--- config.mk ---
export PLATFORM = sky130hd
export DESIGN_NAME = lector_contadores
export DESIGN_NICKNAME = d
export VERILOG_FILES = /design/src/rtl/lector_contadores.sv
export SDC_FILE = /design/constraint.sdc
export NUM_CORES = 1
export LEC_CHECK = 0
export ABC_AREA = 1
export CORE_UTILIZATION = 43
export DETAILED_ROUTE_END_ITERATION = 7
export GPL_ROUTABILITY_DRIVEN = 1
export HOLD_SLACK_MARGIN = 0.15
export PLACE_DENSITY = 0.74
export SETUP_SLACK_MARGIN = 0.1
export SKIP_CTS_REPAIR_TIMING = 1
export SLEW_MARGIN = 10
export SYNTH_ARGS = -nofsm -noshare
export SYNTH_HDL_FRONTEND = slang
export SYNTH_SLANG_ARGS = --single-unit
export TNS_END_PERCENT = 30
--- constraint.sdc ---
create_clock -name clk -period 1.4 [get_ports clk]
set_clock_uncertainty 0.2 [all_clocks]
set_input_delay 0.28 -clock clk [delete_from_list [all_inputs] [get_ports clk]]
set_output_delay 0.28 -clock clk [all_outputs]
set_load 0.1 [all_outputs]
--- src/rtl/lector_contadores.sv ---
// ============================================================================
//  Module      : lector_contadores
//  Description : Scans counters 0..N_CNT-1, captures each count (or a timeout
//                marker) and streams (idx, count) words over valid/ready.
//                Optional accumulator: define LECTOR_SUM_EN.
//  Revision    : 1.0 - initial release
// ============================================================================
`default_nettype none

module lector_contadores #(
    parameter int CNT_W   = 5,
    parameter int N_CNT   = 4,
    parameter int TIMEOUT = 7
) (
    input  logic             clk,
    input  logic             reset,
    input  logic             IDLE,
    input  logic             start,
    input  logic             valid_contador,
    input  logic [CNT_W-1:0] contador_out,
    output logic             req,
    output logic [1:0]       idx,
    output logic             out_valid,
    input  logic             out_ready,
    output logic [1:0]       out_idx,
    output logic [CNT_W-1:0] out_data,
    output logic             out_err,
    output logic             busy,
    output logic             done,
    output logic             abort,
    output logic [CNT_W+1:0] sum_total
);

    localparam logic [2:0] C_WAIT = 3'd0;
    localparam logic [2:0] C_REQ  = 3'd1;
    localparam logic [2:0] C_CAPT = 3'd2;
    localparam logic [2:0] C_PUSH = 3'd3;
    localparam logic [2:0] C_DONE = 3'd4;

    localparam logic [1:0] C_LAST_IDX = 2'(N_CNT - 1);
    localparam logic [3:0] C_TIMEOUT  = 4'(TIMEOUT);

    logic [2:0]       r_state;
    logic [1:0]       r_i;
    logic [3:0]       r_timer;
    logic             r_req;
    logic [1:0]       r_idx;
    logic             r_out_valid;
    logic [1:0]       r_out_idx;
    logic [CNT_W-1:0] r_out_data;
    logic             r_out_err;
    logic             r_busy;
    logic             r_done;
    logic             r_abort;

    logic w_start;
    logic w_abort;
    logic w_xfer;

    assign w_start = (r_state == C_WAIT) && start && IDLE;
    assign w_abort = !IDLE && ((r_state == C_REQ) || (r_state == C_CAPT) || (r_state == C_PUSH));
    // Abort takes priority over a same-cycle handshake.
    assign w_xfer  = (r_state == C_PUSH) && IDLE && out_ready;

    always_ff @(posedge clk or negedge reset) begin
        if (!reset) begin
            r_state     <= C_WAIT;
            r_i         <= 2'd0;
            r_timer     <= 4'd0;
            r_req       <= 1'b0;
            r_idx       <= 2'd0;
            r_out_valid <= 1'b0;
            r_out_idx   <= 2'd0;
            r_out_data  <= '0;
            r_out_err   <= 1'b0;
            r_busy      <= 1'b0;
            r_done      <= 1'b0;
            r_abort     <= 1'b0;
        end else begin
            r_done  <= 1'b0;
            r_abort <= 1'b0;
            if (w_abort) begin
                r_state     <= C_WAIT;
                r_i         <= 2'd0;
                r_req       <= 1'b0;
                r_out_valid <= 1'b0;
                r_busy      <= 1'b0;
                r_abort     <= 1'b1;
            end else begin
                case (r_state)
                    C_WAIT: begin
                        if (w_start) begin
                            r_state <= C_REQ;
                            r_i     <= 2'd0;
                            r_req   <= 1'b1;
                            r_idx   <= 2'd0;
                            r_busy  <= 1'b1;
                        end
                    end
                    C_REQ: begin
                        r_state <= C_CAPT;
                        r_req   <= 1'b0;
                        r_timer <= 4'd0;
                    end
                    C_CAPT: begin
                        if (valid_contador) begin
                            r_state     <= C_PUSH;
                            r_out_data  <= contador_out;
                            r_out_err   <= 1'b0;
                            r_out_valid <= 1'b1;
                            r_out_idx   <= r_i;
                        end else begin
                            r_timer <= r_timer + 4'd1;
                            if ((r_timer + 4'd1) == C_TIMEOUT) begin
                                r_state     <= C_PUSH;
                                r_out_data  <= '0;
                                r_out_err   <= 1'b1;
                                r_out_valid <= 1'b1;
                                r_out_idx   <= r_i;
                            end
                        end
                    end
                    C_PUSH: begin
                        if (w_xfer) begin
                            r_out_valid <= 1'b0;
                            if (r_i == C_LAST_IDX) begin
                                r_state <= C_DONE;
                                r_done  <= 1'b1;
                            end else begin
                                r_state <= C_REQ;
                                r_i     <= r_i + 2'd1;
                                r_req   <= 1'b1;
                                r_idx   <= r_i + 2'd1;
                            end
                        end
                    end
                    C_DONE: begin
                        r_state <= C_WAIT;
                        r_busy  <= 1'b0;
                    end
                    default: begin
                        r_state <= C_WAIT;
                        r_busy  <= 1'b0;
                    end
                endcase
            end
        end
    end

`ifdef LECTOR_SUM_EN
    logic [CNT_W+1:0] r_sum;

    always_ff @(posedge clk or negedge reset) begin
        if (!reset) begin
            r_sum <= '0;
        end else if (w_start) begin
            r_sum <= '0;
        end else if (w_xfer) begin
            r_sum <= r_sum + {2'b00, r_out_data};
        end
    end

    assign sum_total = r_sum;
`else
    assign sum_total = '0;
`endif

    assign req       = r_req;
    assign idx       = r_idx;
    assign out_valid = r_out_valid;
    assign out_idx   = r_out_idx;
    assign out_data  = r_out_data;
    assign out_err   = r_out_err;
    assign busy      = r_busy;
    assign done      = r_done;
    assign abort     = r_abort;

endmodule

`default_nettype wire

==> results of run 1 <==
==> registers in the layout (all words and copies together) (netlist names) <==
name       flops
out_idx        2
out_valid      1
r_timer        4
req            1
out_err        1
out_data       5
idx            2
abort          1
done           1
r_state        3
busy           1
r_i            2
==> Yosys cell counts <==
cell	number	area share
sky130_fd_sc_hd__nand4_1	1	0.0048
sky130_fd_sc_hd__a21oi_1	1	0.0039
sky130_fd_sc_hd__nor2_1	8	0.023
sky130_fd_sc_hd__nand2_4	2	0.017
sky130_fd_sc_hd__buf_4	7	0.041
sky130_fd_sc_hd__a31oi_1	1	0.0048
sky130_fd_sc_hd__o22ai_1	2	0.0097
sky130_fd_sc_hd__o211ai_1	1	0.0058
sky130_fd_sc_hd__a21oi_2	1	0.0068
sky130_fd_sc_hd__buf_2	1	0.0039
sky130_fd_sc_hd__nor2_4	5	0.043
sky130_fd_sc_hd__o21ai_0	2	0.0077
sky130_fd_sc_hd__ha_1	3	0.029
sky130_fd_sc_hd__nand3_1	12	0.046
sky130_fd_sc_hd__nor2_8	1	0.015
sky130_fd_sc_hd__o21ai_1	6	0.023
sky130_fd_sc_hd__nand3b_1	1	0.0058
sky130_fd_sc_hd__nand2_2	5	0.024
sky130_fd_sc_hd__inv_2	7	0.020
sky130_fd_sc_hd__nand3_2	3	0.023
sky130_fd_sc_hd__conb_1	1	0.0029
sky130_fd_sc_hd__clkinv_1	1	0.0029
sky130_fd_sc_hd__dfrtp_1	24	0.46
sky130_fd_sc_hd__nand2_1	51	0.15
sky130_fd_sc_hd__inv_1	8	0.023
==> worst reg2reg max path, cell delays in order, from the launching register on <==
cell	delay [ns]
sky130_fd_sc_hd__dfrtp_2	0.48
sky130_fd_sc_hd__ha_4	0.18
sky130_fd_sc_hd__nand2_2	0.05
sky130_fd_sc_hd__nand2_2	0.06
sky130_fd_sc_hd__nor2_2	0.11
sky130_fd_sc_hd__nand2_2	0.10
sky130_fd_sc_hd__nand2_4	0.14
sky130_fd_sc_hd__nand2_8	0.08
sky130_fd_sc_hd__nand2_2	0.08
sky130_fd_sc_hd__nand2_2	0.05
==> how the worst max path moves through the flow <==
| stage | depth (start not counted) | slack [ns] | end |
|---|---|---|---|
| global placement | 8 | -0.32 | idx[1]$_DFFE_PN0P_ |
| detailed placement | 8 | -0.37 | idx[1]$_DFFE_PN0P_ |
| CTS | 10 | -0.27 | out_idx[0]$_DFFE_PN0P_ |
| global route | 10 | -0.29 | out_valid$_DFFE_PN0P_ |
| floorplan | 10 | -0.06 | out_err$_DFFE_PN0P_ |
| finish | 9 | -0.23 | out_idx[0]$_DFFE_PN0P_ |
==> metal layers <==
layer | global-route usage | up-vias
met5 | 0 | -
met2 | 0.311 | 26
met1 | 0.240 | 559
met4 | 0.111 | 0
li1 | - | 567
met3 | 0.0323 | 9
==> per-stage QoR <==
step	power, µW	cells	utilization	hold slack [ns]
finish	4170	230	0.703	0.301
detailed placement	3740	221	0.643	0.327
floorplan	2790	161	-	-0.216
CTS	4110	225	0.656	0.0781
global placement	3680	221	0.643	0.304
global route	4350	230	0.703	0.313
==> cell families after synthesis <==
kind of cell               Yosys count  share of synthesized area
AOI/OAI and AO/OA                   14                     0.0618
and+or+nand+nor                     89                      0.352
other                                1                    0.00290
buffers and inverters               24                     0.0908
DFF                                 24                      0.464
adders and majority gates            3                     0.0290
==> power breakdown <==
| group | switching [µW] | internal [µW] | leakage (µW) |
|---|---|---|---|
| registers | 226 | 880 | 0.000317 |
| logic | 1790 | 913 | 0.000633 |
| clock network | 209 | 159 | 0.0000210 |
==> area by class of cell <==
| cell class | instances | share of cell area |
|---|---|---|
| repair buffers | 41 | 0.277 |
| flip-flops and latches | 24 | 0.306 |
| well taps | 31 | 0.0197 |
| inverters | 16 | 0.0305 |
| clock buffers | 4 | 0.0184 |
| multi-input cells | 114 | 0.348 |
==> summary.md, run 1 <==
The warning count from the yosys run came out at 0. The most numerous cell type found on the critical path is sky130_fd_sc_hd__nand2_2. The tools report the clock tree buffer depth as 2. Before CTS, the worst setup slack after placement is -0.374 ns. Buffers placed on the I/O ports in this run total 25. The final reports fail on setup timing.

The startpoint type of the worst setup path was a register. The filler cells instantiated in the layout total 197. Required time at the endpoint of the critical path: 1.44 ns. The signal on the critical path passes through ha_4, nand2_2, nand2_2, nor2_2, nand2_2, nand2_4, nand2_8, nand2_2, nand2_2.

Setup slack on the worst reg-to-reg path comes out at -0.23 ns. In the final design database the tool counted 214 nets. The tools report the register area as 603 µm². The min-delay analysis places its worst path in the category primary input to register. After floorplanning, the core was divided into 19 placement rows. The run gives 0 as the total DRC errors in the routed layout.

After routing, the total negative slack on setup checks comes to -3.49 ns. The number of antenna violations at the first check in global routing is 0, and the layout overhead on the synthesized area is 52.3%. The clock reaches the later pin of the worst-skew pair after 0.32 ns. Setup repair after global routing could not meet its margin everywhere. The logs give 1 for the level count of the clock H-tree and 1220 µV for the largest voltage drop on the vdd net.

The sum of buffers and inverters on the critical path came out at 0. The tools report the total track usage as 0.192. Measured along the x axis, the die boundary spans 56.9 µm. The logs give 97 µm for the routed length on met3 and 33 for the number of top-level design ports. Final critical delay including setup and external delays: 1.63 ns. After global routing the overflow that remains totals 0. Dividing the detail-routed via count by the number of cells gives 5.05. For the initial core utilization, the log shows 0.462. Timing would allow up to 0.612 GHz. The cell at the slowest stage of the critical path is sky130_fd_sc_hd__dfrtp_2. The most common cell after layout, fill and taps aside is sky130_fd_sc_hd__nand2_1. Data arrives at the worst endpoint at 1.67 ns. For this block, the initial DRC count from the detailed router was 34. The worst hold path begins at contador_out[0]. Across all layers, the routed design uses 1,161 vias. The number of buffers created by CTS was 3; the post-detailed-route wirelength per cell was 13.2 µm.

Setup violations remaining at the end of the flow were counted as 35. The tools report the post-layout worst setup margin as -0.234 ns. The worst reg-to-reg path cell count works out to 9. The multi-input combinational cells in the finished layout cover a total of 687 µm².

For the post-synthesis instance area, the log shows 1290 µm². TritonCTS built the clock tree. The highest metal layer with signal wires is met4. The tool flagged a number of max-cap violations equal to 0. The weighted congestion at the end of routability-driven global placement is 0.920. The detail route stage leaves a number of antenna-violating nets equal to 0. In this run the worst path has a maximum fanout of 5.

The critical path starts at r_timer[1]$_DFFE_PN0P_. For this run, the detailed router's first-pass iteration total came to 4. The fraction of the yosys area taken by sequential cells was 0.464; the cell count after synthesis was 155. The max-slew violation count is 0. In this run the standard cell core region covers 2810 µm². In this run the static leakage power is 0.000971 µW.

The flow ran to the end, but the final reports show violations. The capturing element type of the critical path was a register. Ratio of cells with drive above 1 in the final layout: 0.392.

The first global-routing pass estimated 4840 µm of wire. Leaving out fill and tap cells, the most frequent cells in the layout are 40 x sky130_fd_sc_hd__nand2_1, 22 x sky130_fd_sc_hd__dfrtp_1, 16 x sky130_fd_sc_hd__buf_12, 15 x sky130_fd_sc_hd__nand2_2, 11 x sky130_fd_sc_hd__buf_4. After synthesis, the netlist uses 25 different library cells.

The count of endpoints failing hold in the final timing report was 0; the cell area after placement was 1800 µm². In the final routing, the length of wire on met1 measures 1230 µm. The floorplan step set the die height to 56.9 µm. Entering global routing, the biggest net connects 25 pins. In this run, synthesis produced a sequential element count of 24. The number of antenna repair diodes was 0. The worst register-to-register path begins at r_timer[1]$_DFFE_PN0P_.

The critical path is of the register to register type. For this run, the slowest stage of the critical path takes 0.48 ns. Summed over all nets, wire length on met2 after detailed routing comes to 1610 µm. The clock slew at the register clock pins of the worst setup and hold paths was 0.14 ns. The tree is rooted in a sky130_fd_sc_hd__clkbuf_4. The summed area of non-filler cells in the final layout was 1970 µm². On the critical path the largest part of the delay comes from simple AND/OR/NAND/NOR gates. Summed over all nets, the half-perimeter wirelength after detailed placement is 2300 µm.

The count of clock tree sinks is 24. Worst hold path cell count: 3. The post-detailed-routing wire length is 3030 µm, and the final worst-path cycle share is 1.17.

In this run the mean area of a mapped cell was 8.35 µm². The path with the worst hold slack has its endpoint at out_data[0]$_DFFE_PN0P_. Power spread over the standard cell area amounts to 2120 nW/µm². The number of global-route vias before repair came out at 1,100. The worst register-to-register path ends at out_idx[0]$_DFFE_PN0P_. The die area came out at 3240 µm².
(Power assumes the default switching activity.)
==> run 2: changes to the inputs <==
--- a/config.mk
+++ b/config.mk
@@ -6,11 +6,12 @@
 export NUM_CORES = 1
 export LEC_CHECK = 0
 export ABC_AREA = 1
-export CORE_UTILIZATION = 43
+export CORE_UTILIZATION = 55
 export DETAILED_ROUTE_END_ITERATION = 7
+export DONT_BUFFER_PORTS = 1
 export GPL_ROUTABILITY_DRIVEN = 1
 export HOLD_SLACK_MARGIN = 0.15
-export PLACE_DENSITY = 0.74
+export PLACE_DENSITY = 0.73
 export SETUP_SLACK_MARGIN = 0.1
 export SKIP_CTS_REPAIR_TIMING = 1
 export SLEW_MARGIN = 10
==> run 2 against run 1 <==
Net effect: the flow finishes with violations (hold timing, setup timing); critical path depth increased by 1; clock power increased by 39%; clock-buffer cell count decreased by 1; non-clock buffer count decreased by 4; fmax down 2.9%; utilization up 16 points; global-route usage grew 3.0 points; register-to-register slack worse by 0.05 ns; sequential share of layout area rose by 1.1 points; via count rose by 8.3%; sequential power is 5% lower; critical endpoint is now out_data[4]$_DFFE_PN0P_; largest power group unchanged.
==> summary.md, run 2 (synthesis results as in run 1) <==
The run finished, with violations left. The checks that failed: hold timing, setup timing. STA classifies the critical path endpoint as a register. The final worst-path cycle share came out at 1.20. The weighted congestion at the end of routability-driven global placement was 0.865; the insertion delay of the later-clocked pin in the worst-skew pair was 0.33 ns. The tools report the largest voltage drop on the vdd net as 1970 µV. Setup repair after global routing could not meet its margin everywhere.

The reg-to-reg setup timing slack is -0.28 ns. The filler cells instantiated in the layout total 117. TritonCTS built the clock tree.

In this run the power density over the cells is 2300 nW/µm². Leaving out fill and tap cells, the most frequent cell in the layout is sky130_fd_sc_hd__nand2_1. The tools report the number of global-route vias before repair as 1,008.

The run gives -0.167 ns as the final-layout worst hold slack. Startpoint type of the worst setup path: a register. Counting stages on the worst path, the most repeated cell is sky130_fd_sc_hd__nand2_2.

The total track usage is 0.222, and the number of detailed-route iterations in the first pass is 4. The clock slew at the register clock pins of the worst setup and hold paths is 0.14 ns. The logs give 0.242 for the power share of the sequential group and 0 for the global-route congestion overflow total.

Count of final setup violators: 31. The post-detailed-route wirelength per cell was 17.4 µm. The net switching share of the total power was 0.532. The ratio of cells with drive above 1 in the final layout works out to 0.436. The tightest min-delay check is of the primary input to register type. The library cells used most frequently in the layout, excluding fill and tap cells, are 33 x sky130_fd_sc_hd__nand2_1, 21 x sky130_fd_sc_hd__nand2_2, 21 x sky130_fd_sc_hd__dfrtp_1, 12 x sky130_fd_sc_hd__buf_4, 10 x sky130_fd_sc_hd__nand3_1. TritonCTS created 3 clock buffers. For this block, the via count after detailed routing is 1,257. Dividing the detail-routed via count by the number of cells gives 5.64. 0 antenna diodes ended up in the layout.

After the last flow step, the layout net total stands at 210. The part of the power in the clock network came out at 0.116. The layout overhead on the synthesized area works out to 47.4%. In this run, the number of DRC markers left after iteration 0 of detailed routing was 27. The data arrival time of the critical path is 1.72 ns, and the number of top-level design ports is 33. On the worst path, the slowest cell contributes a delay of 0.44 ns. By startpoint and endpoint, the worst setup path is classified as register to register. For this design the static power due to leakage is 0.000964 µW. The analysis attributes to net switching a power of 2340 µW. The die covers 2550 µm².

The completed layout was analyzed and its total power is 4400 µW. In this run the deepest clock path goes through 2 buffers. The combinational group share of total power came out at 0.642. The tools report the first-pass GRT wire length as 4210 µm. The clock drives 24 sinks. The critical path goes through ha_2, inv_1, nand2_1, nand2_2, nor2_2, nand2_2, nand2_4, nand2_4, nand2_2, nand2_2.

The placeable core region was 2210 µm². The number of port buffers is 0. Based on the critical path, the design can be clocked at up to 0.594 GHz. The max-slew violation count was 0; the peak fanout along the critical path was 5. The register with the most flip-flops in the layout has 5 of them.

Detailed placement finished with a half-perimeter wire length of 1960 µm. The tools report the pin count of the biggest net entering global routing as 25. The count of endpoints failing hold in the final timing report came out at 7. The width of the chip was 50.5 µm. Cell internal power was estimated by the tool at 2060 µW. In the routed design, unresolved DRC markers number 0. The die height was 50.5 µm. The logs give 0 for the number of nets with antenna violations after routing and -0.283 ns for the post-layout worst setup margin. The run gives 0 as the number of antenna violations at the first check in global routing. Clock tree synthesis selected as its root buffer the cell sky130_fd_sc_hd__clkbuf_4. The worst hold path cell count was 1. The worst path in the final design needs a cycle of 1.68 ns, including I/O delays and setup.

Level count of the clock H-tree: 1. For the worst setup path, the data required time is 1.44 ns. The slowest stage of the critical path belongs to the cell sky130_fd_sc_hd__dfrtp_1. The number of maximum-capacitance constraint violations was 0; the standard-cell row count was 17. For this block, the routed nets add up to 3880 µm of wire.

The initial core utilization is 0.585, and the worst reg-to-reg path cell count is 10.
[run 2: cell count changes in the layout (fill, tap and decap cells not counted), sizes merged]
cell | before | now
clkdlybuf4s50 | 10 | 0
dlygate4sd3 | 1 | 8
buf | 30 | 29
bufinv | 0 | 1
clkbuf | 4 | 3
[run 2: per-stage QoR]
step / setup TNS, ns / worst slack (ns) / cell area [µm²] / std cells / util
floorplan: -0.399 / -0.0637 / 1320 / 161 / -
global placement: -0.944 / -0.105 / 1520 / 205 / 0.685
detailed placement: -1.91 / -0.205 / 1520 / 205 / 0.685
CTS: -2.96 / -0.223 / 1570 / 209 / 0.709
global route: -5.70 / -0.367 / 1910 / 223 / 0.863
finish: -3.84 / -0.283 / 1910 / 223 / 0.863
[run 2: per-layer routing]
layer / up-vias / GRT usage / wire length [µm] / share of wire
met5: - / 0 / 0 / 0
met4: 0 / 0.0556 / 157 / 0.040
met3: 19 / 0.0485 / 247 / 0.064
met2: 62 / 0.382 / 2060 / 0.53
met1: 621 / 0.283 / 1410 / 0.36
li1: 555 / - / - / -
[run 2: critical path: cells and delay by family (launching register included)]
kind	cells	cell delay (ns)
buf+inv	1	0.04
fa+ha+maj	1	0.22
flops	1	0.44
simple gates	8	0.70
[run 2: power by group through the flow]
stage / clock (µW) / combinational [µW] / sequential (µW)
after floorplan: 0 / 744 / 2050
after global routing: 535 / 2930 / 1080
after detailed placement: 0 / 2330 / 992
final: 510 / 2830 / 1060
after global placement: 0 / 2300 / 986
after CTS: 505 / 2340 / 980
[run 2: path summary, 6_finish.rpt]
path                                   startpoint                 endpoint
setup / recovery           r_timer[1]$_DFFE_PN0P_  out_data[4]$_DFFE_PN0P_
hold / removal                     valid_contador      out_err$_DFFE_PN0P_
setup reg to reg           r_timer[1]$_DFFE_PN0P_  out_data[4]$_DFFE_PN0P_
hold reg to reg                  busy$_DFFE_PN0P_         busy$_DFFE_PN0P_
max in group asynchronous                   reset   r_state[0]$_DFFE_PN0P_
min in group asynchronous                   reset   r_timer[2]$_DFFE_PN0P_
[run 2: final cells by class]
cell class,count,area (µm²),share of cell area
Multi-Input combinational cell,114,691,0.362
Tap cell,28,35.0,0.0183
Timing Repair Buffer,37,467,0.244
Inverter,16,60.1,0.0315
Clock buffer,3,22.5,0.0118
Clock inverter,1,30.0,0.0157
Sequential cell,24,604,0.317
==> run 3: changes to the inputs <==
--- a/config.mk
+++ b/config.mk
@@ -6,12 +6,12 @@
 export NUM_CORES = 1
 export LEC_CHECK = 0
 export ABC_AREA = 1
-export CORE_UTILIZATION = 55
+export CORE_UTILIZATION = 43
 export DETAILED_ROUTE_END_ITERATION = 7
-export DONT_BUFFER_PORTS = 1
 export GPL_ROUTABILITY_DRIVEN = 1
+export GPL_TIMING_DRIVEN = 0
 export HOLD_SLACK_MARGIN = 0.15
-export PLACE_DENSITY = 0.73
+export PLACE_DENSITY = 0.74
 export SETUP_SLACK_MARGIN = 0.1
 export SKIP_CTS_REPAIR_TIMING = 1
 export SLEW_MARGIN = 10
==> run 3 against run 2 <==
Net effect: the flow still finishes with violations (hold timing, setup timing); global-route usage is 4.9 points lower; combinational power is 8.8% lower; clock power hardly changed; critical path type unchanged; critical endpoint is now out_err$_DFFE_PN0P_; largest cell class unchanged.
==> summary.md, run 3 (synthesis results as in run 1) <==
The insertion delay of the later-clocked pin in the worst-skew pair is 0.32 ns, and the clock tree buffer depth is 2. For the detailed router's first-iteration violation count, the log shows 19. The number of global-route vias before repair was 1,027.

The number of top-level design ports is 33, and the total track usage is 0.174. Most common cell after layout, fill and taps aside: sky130_fd_sc_hd__nand2_1. The capture point of the critical path was out_err$_DFFE_PN0P_. 0 antenna diodes ended up in the layout. Based on the critical path, the design can be clocked at up to 0.634 GHz. The final-layout worst hold slack is -0.0783 ns, and the die area is 3240 µm².

The launch instance of the worst register-to-register path is r_timer[1]$_DFFE_PN0P_. The flow ran to the end, but the final reports show violations. The total DRC errors in the routed layout came out at 0. Summed over all cells, the static leakage comes to 0.000954 µW. STA classifies the critical path startpoint as a register.

CTS saw 24 sinks. The max-slew headroom at the worst pin was 0.299. In the layout the commonest cells are 44 x sky130_fd_sc_hd__nand2_1, 23 x sky130_fd_sc_hd__dfrtp_1, 12 x sky130_fd_sc_hd__nand3_1, 12 x sky130_fd_sc_hd__buf_12, 11 x sky130_fd_sc_hd__nand2_2. The tools report the total half-perimeter wirelength after legalization and detailed placement as 1970 µm. Max-cap violations in this run came to 0. The flip-flop count of the largest register, all copies and words added was 5.

The tightest min-delay check is of the primary input to async pin type. The count of final setup violators is 33, and the layout overhead on the synthesized area is 42.5%. The number of port buffers is 25, and the peak fanout along the critical path is 5.

TritonCTS built the clock tree. Clock-pin slew was measured on the worst setup and hold paths at 0.14 ns. For this run the aggregate overflow at the end of global routing stands at 0. VDD sags by at most 1420 µV. Root buffer cell: sky130_fd_sc_hd__clkbuf_4.

The reg-to-reg setup timing slack is -0.18 ns, and the worst reg-to-reg path cell count is 9. The core occupancy in the finished layout was 0.658; the initial core utilization was 0.462. The total power per unit cell area is 2260 nW/µm², and the final worst-path cycle share is 1.13. The number of antenna violations at the first check in global routing was 0. The number of clock buffers added by TritonCTS is 3. The data arrival time of the critical path was 1.60 ns.

The weighted congestion at the end of routability-driven global placement is 0.970, and the die height is 56.9 µm. Measured along the x axis, the die boundary spans 56.9 µm. The run gives 24 as the count of endpoints failing hold in the final timing report. In this run the worst setup path begins at r_timer[1]$_DFFE_PN0P_. The final critical delay including setup and external delays was 1.58 ns; the max-slew violation count was 0.

At the pin with the least slew margin, the transition time is 1.05 ns. Data on the critical path is required at its endpoint by 1.43 ns. The logs give 4450 µm for the first-pass GRT wire length and 2810 µm² for the placeable core region. The floorplan has 19 rows. The via-per-instance ratio was 4.85; the number of detailed-route iterations in the first pass was 4. The final reports fail on hold timing, setup timing. The post-layout worst setup margin was -0.177 ns; the level count of the clock H-tree was 1. The worst register-to-register path ends at out_err$_DFFE_PN0P_.

In this run the remaining antenna-violating nets after routing total 0. The post-detailed-routing wire length came out at 2740 µm. Setup repair after global routing could not meet its margin everywhere. The ratio of cells with drive above 1 in the final layout is 0.339. STA classifies the critical path endpoint as a register. In the final routed layout, each cell accounts on average for 12.3 µm. The total via count after detailed routing came out at 1,082. Worst setup path category: register to register. Entering global routing, the biggest net connects 25 pins. The tools report the number of nets at the end of the flow as 207.
-- run 3: cell count changes in the layout (fill, tap and decap cells not counted), moves of 3 or more --
cell / previous run / this run
sky130_fd_sc_hd__buf_8: 7 / 2
sky130_fd_sc_hd__dlygate4sd3_1: 8 / 0
sky130_fd_sc_hd__buf_12: 9 / 12
sky130_fd_sc_hd__nand2_1: 33 / 44
sky130_fd_sc_hd__clkdlybuf4s50_1: 0 / 9
sky130_fd_sc_hd__nand2_2: 21 / 11
sky130_fd_sc_hd__buf_4: 12 / 8
-- run 3: where the power goes --
group          leakage, µW  total (µW)  switching (µW)  internal, µW
Combinational     0.000607        2580            1740           840
Clock            0.0000279         508             218           290
Sequential        0.000319        1080             206           879
-- run 3: stage by stage --
stage	instances	setup TNS, ns	total power [µW]	setup slack, ns	area (µm²)
3_5_place_dp	217	-24.78	3280	-0.552	1610
4_1_cts	221	-17.29	3790	-0.938	1660
6_report	223	-2.47	4180	-0.177	1850
2_1_floorplan	161	-0.399	2790	-0.0637	1320
3_3_place_gp	217	-22.90	3250	-0.552	1610
5_1_grt	223	-5.60	4380	-0.296	1850
-- run 3: how the worst min path moves through the flow --
stage	endpoint	from	slack, ns
floorplan	abort$_DFF_PN0_	reset	-0.22
global placement	out_data[1]$_DFFE_PN0P_	out_data[1]$_DFFE_PN0P_	0.26
detailed placement	out_data[2]$_DFFE_PN0P_	out_data[2]$_DFFE_PN0P_	0.26
CTS	out_data[2]$_DFFE_PN0P_	out_data[2]$_DFFE_PN0P_	0.29
global route	r_i[1]$_DFFE_PN0P_	reset	0.0001
finish	r_i[1]$_DFFE_PN0P_	reset	-0.08
-- run 3: area by class of cell --
class                           instances  area (µm²)
Buffer                                  8        63.8
Tap cell                               31        38.8
Fill cell                             236         960
Timing Repair Buffer                   26         388
Sequential cell                        24         602
Clock buffer                            3        22.5
Inverter                               16        60.1
Clock inverter                          1        30.0
Multi-Input combinational cell        114         641
-- run 3: per-layer routing --
metal,GRT usage,wire [µm],vias up
met5,0,0,-
li1,-,-,554
met4,0.0732,55,0
met3,0.0138,59,4
met2,0.281,1420,16
met1,0.239,1210,508
-- run 3: critical path: stages, from the launching register on --
cell and delay [ns]:
sky130_fd_sc_hd__dfrtp_2 0.45, sky130_fd_sc_hd__ha_2 0.20, sky130_fd_sc_hd__nand2_2 0.06, sky130_fd_sc_hd__nand2_2 0.07, sky130_fd_sc_hd__nor2_2 0.09, sky130_fd_sc_hd__nand2_2 0.09, sky130_fd_sc_hd__nand2_4 0.11, sky130_fd_sc_hd__nand2_4 0.09
sky130_fd_sc_hd__nand2_1 0.06, sky130_fd_sc_hd__o21ai_1 0.06
